[src/rtl/mc_pkg.sv]
// Shared encodings for the multicycle MIPS control unit: state enum, opcodes, mux codes.
package mc_pkg;

  typedef enum logic [3:0] {
    S_FETCH  = 4'd0,
    S_DECODE = 4'd1,
    S_MEMADR = 4'd2,
    S_MEMRD  = 4'd3,
    S_MEMWB  = 4'd4,
    S_MEMWR  = 4'd5,
    S_EXEC   = 4'd6,
    S_RWB    = 4'd7,
    S_BEQ    = 4'd8,
    S_JUMP   = 4'd9,
    S_ADDIEX = 4'd10,
    S_ADDIWB = 4'd11,
    S_BNE    = 4'd12,
    S_UNUSED13 = 4'd13,
    S_UNUSED14 = 4'd14,
    S_HALT   = 4'd15
  } mc_state_t;

  localparam logic [5:0] OP_RTYPE = 6'b000000;
  localparam logic [5:0] OP_LW    = 6'b100011;
  localparam logic [5:0] OP_SW    = 6'b101011;
  localparam logic [5:0] OP_BEQ   = 6'b000100;
  localparam logic [5:0] OP_BNE   = 6'b000101;
  localparam logic [5:0] OP_ADDI  = 6'b001000;
  localparam logic [5:0] OP_J     = 6'b000010;

  localparam logic [1:0] ALU_ADD   = 2'b00;
  localparam logic [1:0] ALU_SUB   = 2'b01;
  localparam logic [1:0] ALU_FUNCT = 2'b10;

  localparam logic [1:0] SRCB_B      = 2'b00;
  localparam logic [1:0] SRCB_FOUR   = 2'b01;
  localparam logic [1:0] SRCB_IMM    = 2'b10;
  localparam logic [1:0] SRCB_IMM_SH = 2'b11;

  localparam logic [1:0] PCSRC_ALU    = 2'b00;
  localparam logic [1:0] PCSRC_ALUOUT = 2'b01;
  localparam logic [1:0] PCSRC_JUMP   = 2'b10;

endpackage

[src/rtl/mc_ctrl_decode.sv]
// Combinational Moore output decode for the control FSM; only pc_en in the branch
// states looks at zero. State 12 decodes only when MC_BNE_EN is defined.
module mc_ctrl_decode
  import mc_pkg::*;
(
  input  mc_state_t  state,
  input  logic       zero,
  output logic       pc_en,
  output logic       iord,
  output logic       mem_read,
  output logic       mem_write,
  output logic       ir_write,
  output logic       mem_to_reg,
  output logic       reg_dst,
  output logic       reg_write,
  output logic       alu_src_a,
  output logic [1:0] alu_src_b,
  output logic [1:0] alu_op,
  output logic [1:0] pc_source,
  output logic       instr_done,
  output logic       halted
);

  always_comb begin
    pc_en      = 1'b0;
    iord       = 1'b0;
    mem_read   = 1'b0;
    mem_write  = 1'b0;
    ir_write   = 1'b0;
    mem_to_reg = 1'b0;
    reg_dst    = 1'b0;
    reg_write  = 1'b0;
    alu_src_a  = 1'b0;
    alu_src_b  = SRCB_B;
    alu_op     = ALU_ADD;
    pc_source  = PCSRC_ALU;
    instr_done = 1'b0;
    halted     = 1'b0;
    case (state)
      S_FETCH: begin
        mem_read  = 1'b1;
        ir_write  = 1'b1;
        pc_en     = 1'b1;
        alu_src_b = SRCB_FOUR;
      end
      S_DECODE: alu_src_b = SRCB_IMM_SH;
      S_MEMADR: begin
        alu_src_a = 1'b1;
        alu_src_b = SRCB_IMM;
      end
      S_MEMRD: begin
        mem_read = 1'b1;
        iord     = 1'b1;
      end
      S_MEMWB: begin
        reg_write  = 1'b1;
        mem_to_reg = 1'b1;
        instr_done = 1'b1;
      end
      S_MEMWR: begin
        mem_write  = 1'b1;
        iord       = 1'b1;
        instr_done = 1'b1;
      end
      S_EXEC: begin
        alu_src_a = 1'b1;
        alu_op    = ALU_FUNCT;
      end
      S_RWB: begin
        reg_write  = 1'b1;
        reg_dst    = 1'b1;
        instr_done = 1'b1;
      end
      S_BEQ: begin
        alu_src_a  = 1'b1;
        alu_op     = ALU_SUB;
        pc_source  = PCSRC_ALUOUT;
        pc_en      = zero;
        instr_done = 1'b1;
      end
`ifdef MC_BNE_EN
      S_BNE: begin
        alu_src_a  = 1'b1;
        alu_op     = ALU_SUB;
        pc_source  = PCSRC_ALUOUT;
        pc_en      = ~zero;
        instr_done = 1'b1;
      end
`endif
      S_JUMP: begin
        pc_en      = 1'b1;
        pc_source  = PCSRC_JUMP;
        instr_done = 1'b1;
      end
      S_ADDIEX: begin
        alu_src_a = 1'b1;
        alu_src_b = SRCB_IMM;
      end
      S_ADDIWB: begin
        reg_write  = 1'b1;
        instr_done = 1'b1;
      end
      S_HALT: halted = 1'b1;
      default: ;
    endcase
  end

endmodule

[src/rtl/mc_control_fsm.sv]
// Multicycle MIPS main control: state register, next-state logic and reset gating.
// Optional bne support is enabled by defining MC_BNE_EN.
module mc_control_fsm
  import mc_pkg::*;
(
  input  logic       clk,
  input  logic       rst,
  input  logic [5:0] opcode,
  input  logic       zero,
  output logic       pc_en,
  output logic       iord,
  output logic       mem_read,
  output logic       mem_write,
  output logic       ir_write,
  output logic       mem_to_reg,
  output logic       reg_dst,
  output logic       reg_write,
  output logic       alu_src_a,
  output logic [1:0] alu_src_b,
  output logic [1:0] alu_op,
  output logic [1:0] pc_source,
  output logic       instr_done,
  output logic       halted,
  output logic [3:0] state
);

  mc_state_t state_q, state_d;
  // Remembers lw vs sw from DECODE so opcode is never looked at after dispatch.
  logic      store_q, store_d;

  always_comb begin
    state_d = state_q;
    store_d = store_q;
    case (state_q)
      S_FETCH:  state_d = S_DECODE;
      S_DECODE: begin
        case (opcode)
          OP_LW: begin
            state_d = S_MEMADR;
            store_d = 1'b0;
          end
          OP_SW: begin
            state_d = S_MEMADR;
            store_d = 1'b1;
          end
          OP_RTYPE: state_d = S_EXEC;
          OP_BEQ:   state_d = S_BEQ;
          OP_J:     state_d = S_JUMP;
          OP_ADDI:  state_d = S_ADDIEX;
`ifdef MC_BNE_EN
          OP_BNE:   state_d = S_BNE;
`endif
          default:  state_d = S_HALT;
        endcase
      end
      S_MEMADR: state_d = store_q ? S_MEMWR : S_MEMRD;
      S_MEMRD:  state_d = S_MEMWB;
      S_EXEC:   state_d = S_RWB;
      S_ADDIEX: state_d = S_ADDIWB;
      S_MEMWB, S_MEMWR, S_RWB, S_BEQ, S_JUMP, S_ADDIWB: state_d = S_FETCH;
`ifdef MC_BNE_EN
      S_BNE:    state_d = S_FETCH;
`endif
      S_HALT:   state_d = S_HALT;
      default:  state_d = S_HALT;
    endcase
  end

  always_ff @(posedge clk or posedge rst) begin
    if (rst) begin
      state_q <= S_FETCH;
      store_q <= 1'b0;
    end else begin
      state_q <= state_d;
      store_q <= store_d;
    end
  end

  logic dec_pc_en, dec_mem_read, dec_mem_write, dec_ir_write;
  logic dec_reg_write, dec_instr_done, dec_halted;

  mc_ctrl_decode u_decode (
    .state      (state_q),
    .zero       (zero),
    .pc_en      (dec_pc_en),
    .iord       (iord),
    .mem_read   (dec_mem_read),
    .mem_write  (dec_mem_write),
    .ir_write   (dec_ir_write),
    .mem_to_reg (mem_to_reg),
    .reg_dst    (reg_dst),
    .reg_write  (dec_reg_write),
    .alu_src_a  (alu_src_a),
    .alu_src_b  (alu_src_b),
    .alu_op     (alu_op),
    .pc_source  (pc_source),
    .instr_done (dec_instr_done),
    .halted     (dec_halted)
  );

  // State reads as FETCH during reset, so its enables must be masked explicitly.
  assign pc_en      = dec_pc_en      & ~rst;
  assign mem_read   = dec_mem_read   & ~rst;
  assign mem_write  = dec_mem_write  & ~rst;
  assign ir_write   = dec_ir_write   & ~rst;
  assign reg_write  = dec_reg_write  & ~rst;
  assign instr_done = dec_instr_done & ~rst;
  assign halted     = dec_halted     & ~rst;
  assign state      = state_q;

endmodule

[config.mk]
export PLATFORM = sky130hd
export DESIGN_NAME = mc_control_fsm
export DESIGN_NICKNAME = d
export VERILOG_FILES = /design/src/rtl/mc_pkg.sv /design/src/rtl/mc_ctrl_decode.sv /design/src/rtl/mc_control_fsm.sv
export SDC_FILE = /design/constraint.sdc
export NUM_CORES = 1
export LEC_CHECK = 0
export BUFFER_PORTS_ARGS = -buffer_cell sky130_fd_sc_hd__buf_4
export CAP_MARGIN = 20
export CORE_AREA = 2 2 39 41
export DETAILED_ROUTE_END_ITERATION = 16
export DIE_AREA = 0 0 41 43
export PLACE_DENSITY_LB_ADDON = 0.3
export SETUP_SLACK_MARGIN = 0.05
export SLEW_MARGIN = 20
export SYNTH_ARGS = -nofsm -noshare
export SYNTH_HDL_FRONTEND = slang
export SYNTH_SLANG_ARGS = --single-unit
[constraint.sdc]
create_clock -name clk -period 2.2 [get_ports clk]
set_input_delay 0.11 -clock clk [delete_from_list [all_inputs] [get_ports clk]]
set_output_delay 0.11 -clock clk [all_outputs]
set_load 0.01 [all_outputs]
==> impl_metrics.yaml, run 1 <==
finish:
  fillerInstances: 140
  utilization_pct: 55.2
  layout.area.seq_sq_um: 125
  fin_area_sq_um: 763
  syn_to_final_growth_pct: 45.2
  area_of_combinational_cells_with_multiple_inputs_sq_um: 353
  drive_above_1_share_pct: 32.7
  nets: 114
  antenna-diode-count: 0
synth:
  synth_ff_type: "sky130_fd_sc_hd__dfrtp_1"
  netlist_area_sq_um: 526
  number_of_storage_elements_in_the_synthesis_netlist: 5
  synth-seq-area-share_pct: 23.8
  syn_inst: 78
  synth_commonest_cells: "12 x sky130_fd_sc_hd__nor2_1, 7 x sky130_fd_sc_hd__nand2_1"
  synth_nets: 87
  synth_cell_types: 26
  avgSynthCellArea_sq_um: 6.74
  synthesis.yosys.warnings: 0
  share_of_synthesized_registers_carrying_an_async_set_or_reset_pct: 100
  biggest_area_contributors_in_the_synthesized_netlist: "sky130_fd_sc_hd__dfrtp_1 24%, sky130_fd_sc_hd__nor2_1 8.6%, sky130_fd_sc_hd__nand2b_1 6.0%"
  post-synth-top-count-cell: "sky130_fd_sc_hd__nor2_1"
  synth.top_cell.area_share_pct: 23.8
  yosysTopAreaCell: "sky130_fd_sc_hd__dfrtp_1"
  synth_enable_flop_cells: 0
power:
  share_comb_of_total_power_pct: 14.5
  leakagePower_nw: 0.315
  clock_network_fraction_of_total_power_pct: 47.0
  power.share.sequential_pct: 38.5
  power_switching_w: 0.0000613
  internal_power_w: 0.000179
  cellPowerDensity_nw_per_um2: 315
  swShare_pct: 25.5
  vdd_ir_drop_max_mv: 0.271
sta:
  grt_setup_unrepaired: "no"
  tightest_slew_ns: 0.515
  maxSlewViolCount: 0
  final_critical_path_share_of_the_clock_period_pct: 86.3
  finalWorstPathRequiredPeriod_ns: 1.90
  final.setup_skew_ns: 0.0132
  fmax_ghz: 0.526
  final.hold.worst_slack_ns: 0.155
  final.setup.tns_ns: 0
  final_hold_violating_endpoints: 0
  max_slew_margin_pct: 65.6
  timing.final.setup_violations: 0
worst_setup_path:
  critPathTopFamily: "flip-flops"
  path_class: "reg -> out"
  critical_path.slowest_cell: "sky130_fd_sc_hd__dfrtp_1"
  setup.worst_path.start_class: "flip-flop"
  cell_chain_of_the_critical_path: "nor2b_1 > o32a_1 > nor2_1 > buf_4"
  cp.arrival_ns: 1.79
  worstPathBufferInverterCount: 1
  path_max_fanout: 15
  max_stage_delay_ns: 0.62
  worst-endpoint-required_ns: 2.09
  worstSetupEndpointType: "output pin"
global_route:
  antenna_found_initial: 0
  number_of_global_route_vias_before_repair: 549
  gr-usage-all-layers_pct: 18.5
  grt_total_ovfl: 0
  grt_max_degree: 16
  grt_pass1_wl_microns: 2240
placed_design:
  gp_routability_congestion: 0.863
  dp.final_hpwl_microns: 1040
  placed_area_sq_um: 727
  count_of_input_and_output_buffers: 29
route:
  dr.first_iter.drc_count: 5
  route.vias.total: 644
  ant_nets: 0
  wl_microns: 1370
  drt_pass1_iterations: 4
  drcViolationCount: 0
  post_drt_via_cell_ratio: 5.37
  detail_route.wl_per_cell_microns: 11.4
cts:
  tritoncts: "built"
  clock_insertion_delay_worst_skew_ns: 0.26
  cts_max_path_buffers: 2
  clock-root-buffer: "sky130_fd_sc_hd__clkbuf_4"
  clk_pin_slew_ns: 0.05
  cts.sinks: 5
  tritoncts.num_buffers: 3
  postCtsSetupRepairBufs: 0
  cts_resized: 0
  holdBufCountCts: 1
  htree_levels: 1
floorplan:
  die_width_microns: 41
  core-area_sq_um: 1380
  design.die.area_sq_um: 1760
  std_cell_rows: 14
  io_pins: 30
  initial_core_util_pct: 38.0
  die_y_microns: 43
status:
  status: "finished, final reports clean"
hold_path:
  holdCritPathClass: "in -> reg"
run:
  maxCapViolCount: 0
-- cell families after synthesis --
logic type / after synthesis / synth area share [%]
flops: 5 / 23.8
compound gates: 18 / 22.6
xor+xnor: 3 / 5.00
buf+inv: 11 / 9.05
mux: 1 / 1.90
simple gates: 40 / 37.6
-- sequential cells by signal, summed over array words and instances (netlist names) --
register  count
store_q       1
state         4
-- power by group through the flow --
stage | clock network, W | registers (W) | logic [W]
2_1_floorplan | 0 | 0.0000940 | 0.0000156
3_3_place_gp | 0 | 0.0000940 | 0.0000334
3_5_place_dp | 0 | 0.0000940 | 0.0000338
4_1_cts | 0.000115 | 0.0000926 | 0.0000353
5_1_grt | 0.000122 | 0.0000925 | 0.0000397
6_report | 0.000113 | 0.0000926 | 0.0000348
-- cell type report --
cell class              count  area share, %
multi-input cells          62           46.2
inverters                   3           1.48
repair buffers             30           29.8
clock buffers               4           3.44
well taps                  16           2.62
flip-flops and latches      5           16.4
-- layer usage --
| metal | global-route usage [%] | vias up | part of all wire [%] |
|---|---|---|---|
| met5 | 0 | - | 0 |
| met4 | 10.7 | 0 | 1.8 |
| met1 | 23.0 | 292 | 43 |
| li1 | - | 324 | - |
| met3 | 6.81 | 4 | 7.5 |
| met2 | 26.3 | 24 | 48 |
-- placed cells by master (no fill, tap or decap) --
master / n
sky130_fd_sc_hd__nor4_1: 3
sky130_fd_sc_hd__inv_1: 3
sky130_fd_sc_hd__nand2b_1: 5
sky130_fd_sc_hd__nor2b_1: 3
sky130_fd_sc_hd__clkbuf_1: 1
sky130_fd_sc_hd__a211oi_1: 3
sky130_fd_sc_hd__mux2i_1: 1
sky130_fd_sc_hd__a2111oi_0: 1
sky130_fd_sc_hd__buf_4: 29
sky130_fd_sc_hd__dfrtp_1: 5
sky130_fd_sc_hd__nor2_1: 12
sky130_fd_sc_hd__nand3_1: 2
sky130_fd_sc_hd__dlygate4sd3_1: 1
sky130_fd_sc_hd__o32a_1: 1
sky130_fd_sc_hd__xnor2_1: 2
sky130_fd_sc_hd__and3_2: 1
sky130_fd_sc_hd__xor2_1: 1
sky130_fd_sc_hd__nand2_1: 7
sky130_fd_sc_hd__clkbuf_4: 3
sky130_fd_sc_hd__a21oi_1: 4
sky130_fd_sc_hd__o211ai_1: 3
sky130_fd_sc_hd__a2111oi_1: 1
sky130_fd_sc_hd__o21ai_0: 5
sky130_fd_sc_hd__or2_2: 1
sky130_fd_sc_hd__nor4b_1: 1
sky130_fd_sc_hd__nor3_1: 5
-- stage by stage --
stage                     instances  power (W)  setup WS [ns]
after CTS                       120   0.000243          0.331
after global routing            120   0.000254          0.175
after global placement          115   0.000127          0.665
after floorplan                  78   0.000110          0.739
after detailed placement        115   0.000128          0.615
final                           120   0.000240          0.300
-- final timing paths --
kind	slack, ns	cells after the start	start	endpoint
min in group asynchronous	0.36	3	rst	state[2]
setup reg to reg	0.64	4	state[0]	store_q
hold reg to reg	0.52	2	store_q	state[2]
setup / recovery	0.30	4	state[1]	reg_write
hold / removal	0.16	3	opcode[3]	store_q
max in group asynchronous	1.65	3	rst	store_q
-- tightest hold or removal path, delay by kind of cell --
| family | cells | cell delay (ns) |
|---|---|---|
| and+or+nand+nor | 1 | 0.06 |
| muxes | 1 | 0.05 |
| buffers and inverters | 1 | 0.13 |
Power figures use the tool's default switching activity.
==> run 2, diff against run 1 <==
--- a/config.mk
+++ b/config.mk
@@ -10,8 +10,9 @@
 export CORE_AREA = 2 2 39 41
 export DETAILED_ROUTE_END_ITERATION = 16
 export DIE_AREA = 0 0 41 43
-export PLACE_DENSITY_LB_ADDON = 0.3
+export PLACE_DENSITY = 0.73
 export SETUP_SLACK_MARGIN = 0.05
+export SKIP_CTS_REPAIR_TIMING = 1
 export SLEW_MARGIN = 20
 export SYNTH_ARGS = -nofsm -noshare
 export SYNTH_HDL_FRONTEND = slang
==> run 2 against run 1 <==
Clock skew down 0.0046 ns. Sequential cell count unchanged. Non-clock buffer count unchanged. Worst hold slack better by 0.013 ns. Highest routed layer is now met3. Largest power group unchanged. Largest cell class unchanged.
==> impl_metrics.yaml, run 2 (synthesis gave the netlist of run 1 again) <==
sta:
  post-route-worst-setup-slack_ns: 0.342
  tightest_slew_ns: 0.502
  final.setup_skew_ns: 0.00862
  max_slew_margin_pct: 66.4
  grt_setup_unrepaired: "no"
  final.setup.tns_ns: 0
  timing.final.setup_violations: 0
  fmax_ghz: 0.538
  final_critical_path_share_of_the_clock_period_pct: 84.5
  final.hold.worst_slack_ns: 0.169
  final_hold_violating_endpoints: 0
  finalWorstPathRequiredPeriod_ns: 1.86
  maxSlewViolCount: 0
route:
  ant_nets: 0
  route.vias.total: 626
  drt_pass1_iterations: 4
  post_drt_via_cell_ratio: 5.22
  drcViolationCount: 0
  wl_microns: 1380
  detail_route.wl_per_cell_microns: 11.5
  dr.first_iter.drc_count: 11
placed_design:
  dp.final_hpwl_microns: 1040
  gp_routability_congestion: 0.859
  worst_setup_slack_before_clock_tree_synthesis_ns: 0.615
  count_of_input_and_output_buffers: 29
worst_setup_path:
  worstSetupEndpointType: "output pin"
  critical_path.slowest_cell: "sky130_fd_sc_hd__dfrtp_1"
  timing.rr.start: "state[0]"
  path_class: "reg -> out"
  setup.worst_path.start_class: "flip-flop"
  max_stage_delay_ns: 0.60
  cell_chain_of_the_critical_path: "nor2b_1 > o32a_1 > nor2_1 > buf_4"
  cp.arrival_ns: 1.75
  worst-endpoint-required_ns: 2.09
  path_max_fanout: 15
  worstSetupStartpoint: "state[1]"
finish:
  fillerInstances: 147
  syn_to_final_growth_pct: 45.2
  nets: 114
  largest_register_ffs: 4
  mostFrequentLayoutCells: "29 x sky130_fd_sc_hd__buf_4, 12 x sky130_fd_sc_hd__nor2_1, 7 x sky130_fd_sc_hd__nand2_1"
  drive_above_1_share_pct: 32.7
  layout.area.seq_sq_um: 125
  area_of_combinational_cells_with_multiple_inputs_sq_um: 353
  mostFrequentLayoutCell: "sky130_fd_sc_hd__buf_4"
  utilization_pct: 55.2
  antenna-diode-count: 0
global_route:
  fraction_of_met3_tracks_used_by_global_routing_pct: 6.28
  gr-usage-all-layers_pct: 15.9
  antenna_found_initial: 0
  grt_total_ovfl: 0
  grt.met1_usage_pct: 18.9
  top_usage_layer: "met2"
  grt_pass1_wl_microns: 1970
  grt_util_met2_pct: 26.6
  number_of_global_route_vias_before_repair: 491
  grt_max_degree: 16
floorplan:
  core-area_sq_um: 1380
  die_y_microns: 43
  io_pins: 30
  std_cell_rows: 14
  die_width_microns: 41
  design.die.area_sq_um: 1760
  initial_core_util_pct: 38.0
cts:
  tritoncts: "built"
  clock_insertion_delay_worst_skew_ns: 0.24
  clk_pin_slew_ns: 0.04
  clock-root-buffer: "sky130_fd_sc_hd__clkbuf_4"
  cts_max_path_buffers: 2
  htree_levels: 1
  tritoncts.num_buffers: 3
  cts.sinks: 5
power:
  leakagePower_nw: 0.315
  vdd_ir_drop_max_mv: 0.412
  totalPowerFinal_w: 0.000235
  cellPowerDensity_nw_per_um2: 307
hold_path:
  holdCritPathClass: "in -> reg"
  hold_path.startpoint: "opcode[3]"
status:
  status: "finished, final reports clean"
run:
  maxCapViolCount: 0
[run 2: cell counts in the layout (fill, tap and decap cells not counted)]
Identical to the previous run, type by type.
[run 2: metrics by stage]
stage	instances	instance area (sq um)
final	120	763
after global routing	120	763
after CTS	119	753
after detailed placement	115	727
after global placement	115	727
after floorplan	78	526
[run 2: worst paths after layout]
kind	end	slack, ns	cells past startpoint
hold reg to reg	state[2]	0.54	2
max in group asynchronous	store_q	1.65	3
hold / removal	store_q	0.17	3
min in group asynchronous	state[3]	0.37	3
setup reg to reg	store_q	0.64	4
setup / recovery	reg_write	0.34	4
[run 2: final cells by class]
cell class	count	area share, %
multi-input cells	62	46.2
well taps	16	2.62
repair buffers	30	29.8
flip-flops and latches	5	16.4
inverters	3	1.48
clock buffers	4	3.44
[run 2: per-layer routing]
metal  share of wire, %  routed length (microns)
met1                 46                      633
met5                  0                        0
met4                  0                        0
met3                9.5                      131
met2                 45                      618
[run 2: worst max-delay path: cells and delay by family, from the launching register on]
family | cells | cell delay, ns
buffers and inverters | 1 | 0.13
and+or+nand+nor | 2 | 0.53
DFF | 1 | 0.60
AOI/OAI and AO/OA | 1 | 0.24
[run 2: where the power goes]
part,switching [W],total [W],internal [W]
combinational,0.0000177,0.0000353,0.0000176
sequential,0.000000128,0.0000926,0.0000925
clock,0.0000380,0.000107,0.0000686
total,0.0000558,0.000235,0.000179
